===== config.mk =====
export PLATFORM = sky130hd
export DESIGN_NAME = ex_mem_stage_reg
export DESIGN_NICKNAME = d
export VERILOG_FILES = /design/src/rtl/ex_mem_stage_reg.sv
export SDC_FILE = /design/constraint.sdc
export NUM_CORES = 1
export LEC_CHECK = 0
export ABC_AREA = 1
export CORE_MARGIN = 3
export CORE_UTILIZATION = 41
export CTS_CLUSTER_SIZE = 20
export DETAILED_ROUTE_END_ITERATION = 12
export HOLD_SLACK_MARGIN = 0.02
export PLACE_DENSITY = 0.91
export SLEW_MARGIN = 10
export SYNTH_ARGS = -nofsm -noshare
export SYNTH_HDL_FRONTEND = slang
export SYNTH_SLANG_ARGS = --single-unit

===== constraint.sdc =====
create_clock -name clk -period 2.27 [get_ports clk]
set_clock_uncertainty 0.15 [all_clocks]
set_input_delay 0.227 -clock clk [delete_from_list [all_inputs] [get_ports clk]]
set_output_delay 0.227 -clock clk [all_outputs]
set_load 0.02 [all_outputs]

===== src/rtl/ex_mem_stage_reg.sv =====
// ----------------------------------------------------------------------------
// ex_mem_stage_reg
//   Pipeline register between the EX stage (ALU) and the MEM stage. It
//   captures the ALU result, the flag vector, the destination register and
//   the memory controls of the instruction in EX. It also holds the
//   architectural flags register read by BRFL, and provides a forwarding path
//   back to EX. When an instruction that updates the flags sets the error
//   flag, the block enters a trap state and raises an exception request until
//   the handler acknowledges it.
//
// Ports
//   clk, rst_n            rising-edge clock, asynchronous active-low reset
//   stall                 hold all stage contents (MEM busy)
//   flush                 kill the instruction entering this stage
//   ex_*                  instruction currently in EX (valid, result, flags,
//                         flag write enable, rd, reg/mem controls, store data)
//   exc_ack               trap handler acknowledges the exception
//   mem_*                 registered MEM-stage instruction; controls gated by valid
//   flags_q               architectural flags
//                         {overflow, underflow, above, below, error}
//   fwd_en/fwd_rd/fwd_data forwarding of the MEM-stage ALU result to EX
//   exc_pending           error trap outstanding
// ----------------------------------------------------------------------------
module ex_mem_stage_reg #(
   parameter int DATA_W = 32,
   parameter int REG_AW = 5,
   parameter int FLAG_W = 5
) (
   input  logic              clk,
   input  logic              rst_n,
   input  logic              stall,
   input  logic              flush,
   input  logic              ex_valid,
   input  logic [DATA_W-1:0] ex_alu_result,
   input  logic [FLAG_W-1:0] ex_flags,
   input  logic              ex_flag_we,
   input  logic [REG_AW-1:0] ex_rd,
   input  logic              ex_reg_write,
   input  logic              ex_mem_read,
   input  logic              ex_mem_write,
   input  logic [DATA_W-1:0] ex_store_data,
   input  logic              exc_ack,
   output logic              mem_valid,
   output logic [DATA_W-1:0] mem_alu_result,
   output logic [FLAG_W-1:0] mem_flags,
   output logic [REG_AW-1:0] mem_rd,
   output logic              mem_reg_write,
   output logic              mem_mem_read,
   output logic              mem_mem_write,
   output logic [DATA_W-1:0] mem_store_data,
   output logic [FLAG_W-1:0] flags_q,
   output logic              fwd_en,
   output logic [REG_AW-1:0] fwd_rd,
   output logic [DATA_W-1:0] fwd_data,
   output logic              exc_pending
);

   typedef enum logic {
      RUN  = 1'b0,
      TRAP = 1'b1
   } state_t;

   state_t state_q, state_d;
   logic   load;        // RUN edge that accepts the EX instruction
   logic   trap_entry;  // accepted instruction raises the error flag

   // NOTE: every signal written in always_comb gets a default first so no
   // path leaves it unassigned; that is what keeps a latch from being inferred.
   always_comb begin
      state_d    = state_q;
      load       = 1'b0;
      trap_entry = 1'b0;
      case (state_q)
         RUN: begin
            load = ~stall & ~flush;
            if (load && ex_valid && ex_flag_we && ex_flags[0]) begin
               trap_entry = 1'b1;
               state_d    = TRAP;
            end
         end
         TRAP: begin
            // exc_ack outranks stall: the trap path ignores stall entirely.
            if (exc_ack) state_d = RUN;
         end
         default: state_d = RUN;
      endcase
   end

   // NOTE: sequential state uses non-blocking assignments so every register
   // samples values from before the edge, independent of statement order.
   always_ff @(posedge clk or negedge rst_n) begin
      if (!rst_n) state_q <= RUN;
      else        state_q <= state_d;
   end

   always_ff @(posedge clk or negedge rst_n) begin
      if (!rst_n) begin
         mem_valid      <= 1'b0;
         mem_alu_result <= '0;
         mem_flags      <= '0;
         mem_rd         <= '0;
         mem_reg_write  <= 1'b0;
         mem_mem_read   <= 1'b0;
         mem_mem_write  <= 1'b0;
         mem_store_data <= '0;
         flags_q        <= '0;
      end else if (state_q == TRAP) begin
         // No new instructions while the trap is outstanding; data registers
         // keep the faulting instruction for the handler to inspect.
         mem_valid     <= 1'b0;
         mem_reg_write <= 1'b0;
         mem_mem_read  <= 1'b0;
         mem_mem_write <= 1'b0;
         if (exc_ack) flags_q[0] <= 1'b0;
      end else if (!stall) begin
         // Data fields are captured on flush too; they are don't-care while
         // mem_valid is low, and skipping the enable keeps the datapath simple.
         mem_alu_result <= ex_alu_result;
         mem_flags      <= ex_flags;
         mem_rd         <= ex_rd;
         mem_store_data <= ex_store_data;
         if (load) begin
            mem_valid     <= ex_valid;
            // A faulting instruction must not retire its architectural writes.
            mem_reg_write <= ex_valid & ex_reg_write & ~trap_entry;
            mem_mem_read  <= ex_valid & ex_mem_read;
            mem_mem_write <= ex_valid & ex_mem_write & ~trap_entry;
            if (ex_valid && ex_flag_we) flags_q <= ex_flags;
         end else begin
            mem_valid     <= 1'b0;
            mem_reg_write <= 1'b0;
            mem_mem_read  <= 1'b0;
            mem_mem_write <= 1'b0;
         end
      end
   end

   // Forwarding is driven only from registered state, so there is no
   // combinational path from the EX inputs back to EX.
   assign fwd_en      = mem_valid & mem_reg_write & ~mem_mem_read & (mem_rd != '0);
   assign fwd_rd      = mem_rd;
   assign fwd_data    = mem_alu_result;
   assign exc_pending = (state_q == TRAP);

endmodule


==> results.py <==
metrics = {
    "run_status": {
        "outcome": "complete, no violations",
    },
    "sta": {
        "fin_crit_sh_pct": 90.8,
        "relSlewSlack_pct": 59.3,
        "fmax_mhz": 485,
        "holdWs_ps": 263,
        "rsz0062_at_grt": "no",
        "finalSetupViolCount": 0,
        "slew_viol_final": 0,
        "worst_slew_pin_slew_ps": 610,
        "finalCriticalPeriod_ps": 2060,
        "tns_ps": 0,
        "finalHoldViolations": 0,
    },
    "clock_network": {
        "cts_buffer_depth": 2,
        "clk_pin_slew_worst_paths_ps": 90,
        "root_buffer": "clkbuf_8",
        "cts-buffers-inserted": 9,
        "htree_levels": 3,
        "clock_sinks": 84,
        "clk_latency_ps": 320,
        "cts_tree": "yes",
    },
    "global_routing": {
        "grt_pass1_wl_um": 15600,
        "grt_pass1_vias": 3218,
        "grt_use_total_pct": 19.8,
        "grt.overflow.total": 0,
        "antenna_found_initial": 0,
        "grt_max_degree": 50,
    },
    "route": {
        "routed-wl-met3_um": 755,
        "first_pass_iters": 5,
        "met2_length_um": 4760,
        "drcViolationCount": 0,
        "vias": 3200,
        "drt-met1-wl_um": 3810,
        "routed_via_density": 4.62,
        "postRouteAntennaNets": 0,
        "wl_per_cell_um": 13.8,
        "highest_layer": "met4",
        "drtIter0Drc": 73,
        "wl_um": 9550,
    },
    "worst_setup_path": {
        "crit_chain": "inv_1, nand3_1, o21ai_0, inv_1, clkdlybuf4s50_1",
        "end_kind": "output pin",
        "arrival_ps": 1680,
        "crit_type": "flip-flop to output pin",
        "startpoint_type": "flip-flop",
        "critPathRequiredTime_ps": 1890,
        "worst-path-buf-inv": 3,
        "crit_top_cell": "inv_1",
        "slowest_stage": "clkdlybuf4s50_1",
        "r2r_setup_slack_ps": 770,
        "critPathMaxFanout": 3,
        "slowest_delay_ps": 540,
        "path_delay_family": "buffers and inverters",
    },
    "die": {
        "io_pins": 206,
        "core-area_um2": 8300,
        "initial_utilization_pct": 42.5,
        "die_x_um": 98.8,
        "die-area_um2": 9760,
        "std_cell_rows": 33,
        "die-height_um": 98.8,
    },
    "yosys": {
        "synth.area.top_cells": "dfrtp_1 60%, nand2_1 25%, buf_4 8.7%",
        "ys_seq_area_share_pct": 59.5,
        "yosys.area.top_type_share_pct": 59.5,
        "synth-simple-area-share_pct": 27.2,
        "synth_adder_area_share_pct": 0,
        "synth_nets": 497,
        "synth.largest_area_cell": "dfrtp_1",
        "netlist_top_cells_count": "239 x nand2_1, 84 x dfrtp_1, 41 x buf_4",
        "synth_top_family_by_area": "simple AND/OR/NAND/NOR gates",
        "synthXorXnorAreaFrac_pct": 0,
        "ys_async_sr_fraction_pct": 100,
        "syn_avg_cell_area_um2": 8.55,
        "synth_compound_area_share_pct": 1.42,
        "ys_seq_elements": 84,
        "synth_cells": 413,
        "yosysMostFrequentCell": "nand2_1",
        "ys_types": 13,
        "yosysWarnings": 0,
        "synth_area_um2": 3530,
        "synth_edf_count": 0,
        "synthMuxAreaShare_pct": 0,
        "ys.flop_type": "dfrtp_1",
    },
    "power_and_ir_drop": {
        "powerDensity_nw_per_um2": 698,
        "finalPower_mw": 3.90,
        "peakVddDrop_mv": 0.446,
        "leakage_nw": 2.74,
    },
    "cells_and_area": {
        "final_core_utilization_pct": 67.3,
        "num_antenna_cells": 0,
        "fin_nets": 667,
        "synthToLayoutAreaGrowth_pct": 58.3,
        "drive_above_1_share_pct": 4.25,
        "multi_input_area_um2": 1010,
        "final-seq-area_um2": 2100,
        "n_fill_cell": 633,
    },
    "hold_path": {
        "hp-class": "input port to flip-flop",
    },
    "placement": {
        "dp_hpwl_um": 7300,
        "routabilityCongestion": 0.826,
        "io_buffers": 205,
    },
    "flow_run": {
        "drv_cap": 0,
    },
}
==> cell type report <==
type                            instances  share of cell area, %
Clock buffer                            9                   2.22
Clock inverter                          7                  0.918
Inverter                               16                   1.07
Multi-Input combinational cell        261                   18.1
Sequential cell                        84                   37.6
Tap cell                              105                   2.35
Timing Repair Buffer                  211                   37.8
==> state kept, by name, indices dropped and copies added (netlist names) <==
name,flops
exc_pending,1
flags_q,5
fwd_data,32
fwd_rd,5
mem_flags,5
mem_mem_read,1
mem_mem_write,1
mem_reg_write,1
mem_store_data,32
mem_valid,1
==> cells in the final DEF, fill, tap and decap left out <==
cell type        netlist  final
nand3_1                6      6
o21ai_0                7      7
clkinv_2               0      2
nor2_1                 4      4
inv_6                  0      1
nor2_4                 1      1
clkdlybuf4s50_1        0    204
clkinvlp_4             0      2
o21ai_1                3      3
clkbuf_8               0      9
nor2_2                 1      1
inv_2                  1      1
clkinv_4               0      2
buf_4                 41      5
nand2_1              239    239
dlygate4sd3_1          0      1
buf_12                 0      1
inv_1                 15     15
dfrtp_1               84     84
==> report_power, final <==
group	internal, mW	leakage, nW	switching, mW
clock network	0.401	0.0856	0.531
logic	0.594	1.62	0.604
registers	1.66	1.03	0.116
total	2.65	2.74	1.25
==> kinds of logic (layout without fill, tap and decap cells) <==
logic type,count (synthesis),count (layout)
flops,84,84
simple gates,251,251
compound gates,10,10
buf+inv,68,243
==> repair_timing <==
action | in CTS | in global routing
buffers inserted | 0 | 0
gates resized for setup | 0 | 0
endpoints found under the hold margin | 48 | 0
hold buffers | 1 | 0
==> per-stage QoR <==
stage / setup slack (ps) / std cells / area, um^2
finish: 209 / 693 / 5590
global route: 64.2 / 693 / 5590
CTS: 166 / 693 / 5590
detailed placement: 484 / 676 / 5400
global placement: 587 / 676 / 5400
floorplan: 976 / 413 / 3530
==> worst min-delay path: cells and delay by family <==
family | cells | cell delay [ps]
AND/OR/NAND/NOR | 2 | 100
buffers and inverters | 1 | 390
==> worst paths after layout <==
check                                                from                              to  cells past startpoint
setup / recovery                    fwd_rd[2]$_DFFE_PN0P_                          fwd_en                      5
hold / removal                           ex_store_data[6]   mem_store_data[6]$_DFFE_PN0P_                      3
setup reg to reg                    exc_pending$_DFF_PN0_           fwd_rd[2]$_DFFE_PN0P_                      4
hold reg to reg            mem_store_data[31]$_DFFE_PN0P_  mem_store_data[31]$_DFFE_PN0P_                      2
max in group asynchronous                           rst_n        fwd_data[27]$_DFFE_PN0P_                      3
min in group asynchronous                           rst_n        fwd_data[12]$_DFFE_PN0P_                      2
==> layer usage <==
metal	global-route usage, %	vias to the layer above
li1	-	1533
met1	23.5	1482
met2	33.5	164
met3	6.02	21
met4	7.88	0
met5	0	-
Note: power is estimated with default switching activity, not from simulation.
